**config.mk**
```make
export PLATFORM = sky130hd
export DESIGN_NAME = uart_hex_printer
export DESIGN_NICKNAME = d
export VERILOG_FILES = /design/src/rtl/uart_hex_printer.sv
export SDC_FILE = /design/constraint.sdc
export NUM_CORES = 1
export LEC_CHECK = 0
export BUFFER_PORTS_ARGS = -buffer_cell sky130_fd_sc_hd__buf_2
export CAP_MARGIN = 30
export CORE_MARGIN = 2
export CORE_UTILIZATION = 30
export DETAILED_ROUTE_END_ITERATION = 8
export GPL_TIMING_DRIVEN = 0
export PLACE_DENSITY = 0.57
export SETUP_SLACK_MARGIN = 0.5
export SLEW_MARGIN = 25
export SYNTH_ARGS = -nofsm -noshare
export SYNTH_HDL_FRONTEND = slang
export SYNTH_SLANG_ARGS = --single-unit
```
**constraint.sdc**
```tcl
create_clock -name clk -period 2.1 [get_ports clk]
set_input_delay 0.105 -clock clk [delete_from_list [all_inputs] [get_ports clk]]
set_output_delay 0.105 -clock clk [all_outputs]
set_load 0.005 [all_outputs]
```
**src/rtl/uart_hex_printer.sv**
```systemverilog
// Prints a value as NIBBLES uppercase hex ASCII characters over a valid/ready byte stream.
// Define UART_HEX_PRINTER_CRLF_EN to append CR LF after the digits.
module uart_hex_printer #(
  parameter int NIBBLES = 8
) (
  input  logic        clk,
  input  logic        rst_n,
  input  logic [31:0] value_i,
  input  logic        printf_i,
  input  logic        tx_data_ready_i,
  output logic [7:0]  tx_data_o,
  output logic        tx_data_valid_o,
  output logic        busy_o,
  output logic        done_o
);

  localparam int ALIGN = 32 - 4 * NIBBLES;
`ifdef UART_HEX_PRINTER_CRLF_EN
  localparam logic [3:0] LAST = 4'(NIBBLES + 1);
`else
  localparam logic [3:0] LAST = 4'(NIBBLES - 1);
`endif

  typedef enum logic [1:0] {IDLE, SEND, GAP} state_t;

  state_t      state;
  logic [31:0] shift_reg;
  logic [3:0]  cnt;
  logic [31:0] value_aligned;
  logic [7:0]  cur_char;

  function automatic logic [7:0] hex_char(input logic [3:0] n);
    return (n < 4'd10) ? (8'h30 + {4'h0, n}) : (8'h37 + {4'h0, n});
  endfunction

  // The active digit always sits in the top nibble, whatever NIBBLES is.
  assign value_aligned = value_i << ALIGN;

  always_comb begin
    cur_char = hex_char(shift_reg[31:28]);
    if (cnt == 4'(NIBBLES))
      cur_char = 8'h0D;
    else if (cnt > 4'(NIBBLES))
      cur_char = 8'h0A;
  end

  always_ff @(posedge clk or negedge rst_n) begin
    if (!rst_n) begin
      state           <= IDLE;
      shift_reg       <= '0;
      cnt             <= '0;
      tx_data_o       <= '0;
      tx_data_valid_o <= 1'b0;
      busy_o          <= 1'b0;
      done_o          <= 1'b0;
    end else begin
      done_o <= 1'b0;
      case (state)
        IDLE: begin
          if (printf_i) begin
            shift_reg       <= value_aligned;
            cnt             <= '0;
            tx_data_o       <= hex_char(value_aligned[31:28]);
            tx_data_valid_o <= 1'b1;
            busy_o          <= 1'b1;
            state           <= SEND;
          end
        end
        SEND: begin
          if (tx_data_ready_i) begin
            tx_data_valid_o <= 1'b0;
            if (cnt == LAST) begin
              busy_o <= 1'b0;
              done_o <= 1'b1;
              state  <= IDLE;
            end else begin
              cnt       <= cnt + 4'd1;
              shift_reg <= shift_reg << 4;
              state     <= GAP;
            end
          end
        end
        GAP: begin
          // cnt and shift_reg already point at the next character here.
          tx_data_o       <= cur_char;
          tx_data_valid_o <= 1'b1;
          state           <= SEND;
        end
        default: state <= IDLE;
      endcase
    end
  end

endmodule

```
==> metrics.cfg <==
[status]
status=finished, final reports clean

[logic_synthesis]
yosysMostFrequentCell=dfrtp_1
async_reset_ff_share_pct=100
synth_common_cells=dfrtp_1 (48), nand2_1 (38), mux2i_1 (27)
synthMuxAreaShare_pct=12.5
synth-compound-area-share_pct=17.4
synth_top_family_by_area=compound AO/OA/AOI/OAI gates
synthCells=239
yosys_warnings=0
synth-seq-cells=48
netlist_area_mm2=0.00234
yosysUniqueCellTypes=28
yosys.area_share.simple_pct=11.3
ys_seq_area_share_pct=51.3
synthesis.nets=279
synth_edf_count=0
yosys-top-cells-area=dfrtp_1 (51%), mux2i_1 (12%), nand2_1 (6.1%)
synth_top_cell_by_area=dfrtp_1
synth_top_area_share_pct=51.3
synthAdderAreaFrac_pct=2.14
ys.flop_type=dfrtp_1
synth-xor-area-share_pct=0.749
avgSynthCellArea_um2=9.79

[timing]
finalHoldViolCount=0
fmax_mhz=577
relSlewSlack_pct=58.3
layout_setup_ws_ns=0.368
period_minus_slack_ns=1.73
finalCritPeriodShare_pct=82.5
rsz0062_at_grt=true
worst_slew_pin_slew_ns=0.625
setup_viol=0
clock_skew_ns=0.0147
fin_tns_setup_ns=0
drv_slew=0

[route]
drt_iter0_drc=111
vias=1910
drc=0
via_per_inst=4.69
first_pass_iters=4
routedWlPerCell_um=13.7
ant_nets=0
routed_wl_um=5560

[global_route]
grt_pass1_wl_um=9210
antenna_found_initial=0
grt_pass1_vias=1970
grt.met2_usage_pct=22.8
top_usage_layer=met2
grt_util_met1_pct=17.5
grt-ovfl-total=0
grt_use_total_pct=13.8
grt_util_met3_pct=3.74
grt_max_degree=49

[clocking]
cts_tree=built
cts_max_level=2
path_clk_slew_ns=0.10
cts_root_buf=clkbuf_8
cts_buffer_depth=2
cts_sinks=48
worstSkewPairLatency_ns=0.31
cts_made_buffers=5

[die]
die_area_mm2=0.00852
rows=32
core_area_mm2=0.00765
start_util_pct=30.6
die_w_um=92.3
die_h_um=92.3
io_pins=47

[worst_setup_path]
path_cells=ha_2 -> and3b_1 -> a211o_1 -> buf_6 -> or3_1 -> a21oi_2
slowest_delay_ns=0.39
cp-end-kind=flop
criticalPathCategory=flop to flop
worstPathArrival_ns=1.98
reg2reg_slack_ns=0.37
critPathTopFamily=simple AND/OR/NAND/NOR gates
crit_path_start_kind=flop
critPathBufInv=1
cp_slowest_cell=dfrtp_1
cp.required_ns=2.35
critPathMaxFanout=6

[pwr]
p_sw_mw=1.56
p_leak_nw=1.44
clock_power_share_pct=17.2
power_frac_comb_pct=44.1
p_sw_share_pct=37.0
ir_drop_mv=0.451
seqPwrFrac_pct=38.7
power.density_mw_per_mm2=1380
internal_power_mw=2.65

[place]
placed_cell_area_mm2=0.00271
hpwl_um=3860
gp_congestion=0.761
place_ws_ns=0.241
io_buffers=45
place_inst=386

[layout]
drive_gt1_share_pct=29.5
syn2layout_area_growth_pct=30.0
largest_reg_flops=32
nets=344
fin_cells=407
fill_cells=765
fin_area_mm2=0.00304
diodes=0

[flow_run]
max_cap_violations=0

[min_path]
hp-class=input pin to flop

==> power by group through the flow <==
| stage | Combinational (mW) | Sequential, mW | Clock, mW |
|---|---|---|---|
| 2_1_floorplan | 1.17 | 1.57 | 0 |
| 3_3_place_gp | 1.55 | 1.62 | 0 |
| 3_5_place_dp | 1.58 | 1.64 | 0 |
| 4_1_cts | 1.82 | 1.62 | 0.739 |
| 5_1_grt | 2.07 | 1.68 | 0.774 |
| 6_report | 1.86 | 1.63 | 0.722 |
==> final timing paths <==
check,startpoint,endpoint,cells past startpoint
worst max-delay path,cnt[0]$_DFFE_PN0P_,cnt[3]$_DFFE_PN0P_,6
worst min-delay path,value_i[1],shift_reg[1]$_DFFE_PN0P_,2
worst max register to register,cnt[0]$_DFFE_PN0P_,cnt[3]$_DFFE_PN0P_,6
worst min register to register,tx_data_valid_o$_DFFE_PN0P_,tx_data_valid_o$_DFFE_PN0P_,2
max in group asynchronous,rst_n,shift_reg[0]$_DFFE_PN0P_,2
min in group asynchronous,rst_n,shift_reg[20]$_DFFE_PN0P_,2
==> stage by stage <==
stage | total power, mW | util (%) | hold slack, ns
2_1_floorplan | 2.74 | - | -0.191
3_3_place_gp | 3.17 | 35.4 | 0.323
3_5_place_dp | 3.21 | 35.4 | 0.174
4_1_cts | 4.18 | 39.4 | 0.00117
5_1_grt | 4.52 | 39.8 | 0.00171
6_report | 4.21 | 39.8 | 0.00283
==> repair_timing <==
item | CTS | global route
hold endpoints to repair | 50 | 0
hold buffers | 3 | 0
setup buffers | 6 | 2
gates resized for setup | 31 | 9
pin swaps | 10 | 2
cloned | 2 | 0
setup endpoints to repair | 37 | 38
==> worst reg2reg max path, stage by stage, from the launching register on <==
cell and delay (ns):
dfrtp_1 0.39, ha_2 0.19, and3b_1 0.18, a211o_1 0.31
buf_6 0.15, or3_1 0.32, a21oi_2 0.13
==> layer usage <==
| metal | vias to the layer above | share of wire [%] |
|---|---|---|
| met3 | 7 | 4.2 |
| li1 | 962 | - |
| met4 | 0 | 1.3 |
| met1 | 911 | 47 |
| met2 | 30 | 48 |
| met5 | - | 0 |
==> cell usage in the layout (no fill, tap or decap), types with 3 or more instances in the layout <==
master	n
nor2_1	6
dfrtp_1	48
ha_1	3
buf_4	11
a22oi_1	3
mux2i_1	27
a22o_1	7
nand2_2	7
nand2b_1	3
clkbuf_4	4
dlygate4sd3_1	3
clkbuf_8	9
o21ai_0	15
nand2_1	31
nand3_1	3
o21ai_1	25
nor2b_1	4
inv_1	9
or3_1	3
buf_2	45
a21oi_1	14
==> final cells by class <==
cell class,count,area (µm²),share of cell area (%)
clock buffers,6,82.6,2.71
well taps,102,128,4.20
flip-flops and latches,48,1200,39.5
multi-input cells,168,1070,35.3
clock inverters,2,38.8,1.28
repair buffers,58,337,11.1
plain buffers,14,146,4.81
inverters,9,33.8,1.11
==> kinds of logic after synthesis <==
family | after synthesis
AND/OR/NAND/NOR | 60
multiplexers | 29
other | 1
buffers and inverters | 23
XOR/XNOR | 2
flip-flops | 48
adder cells (fa/ha/maj) | 4
AO/OA/AOI/OAI | 72
(Power assumes the default switching activity.)
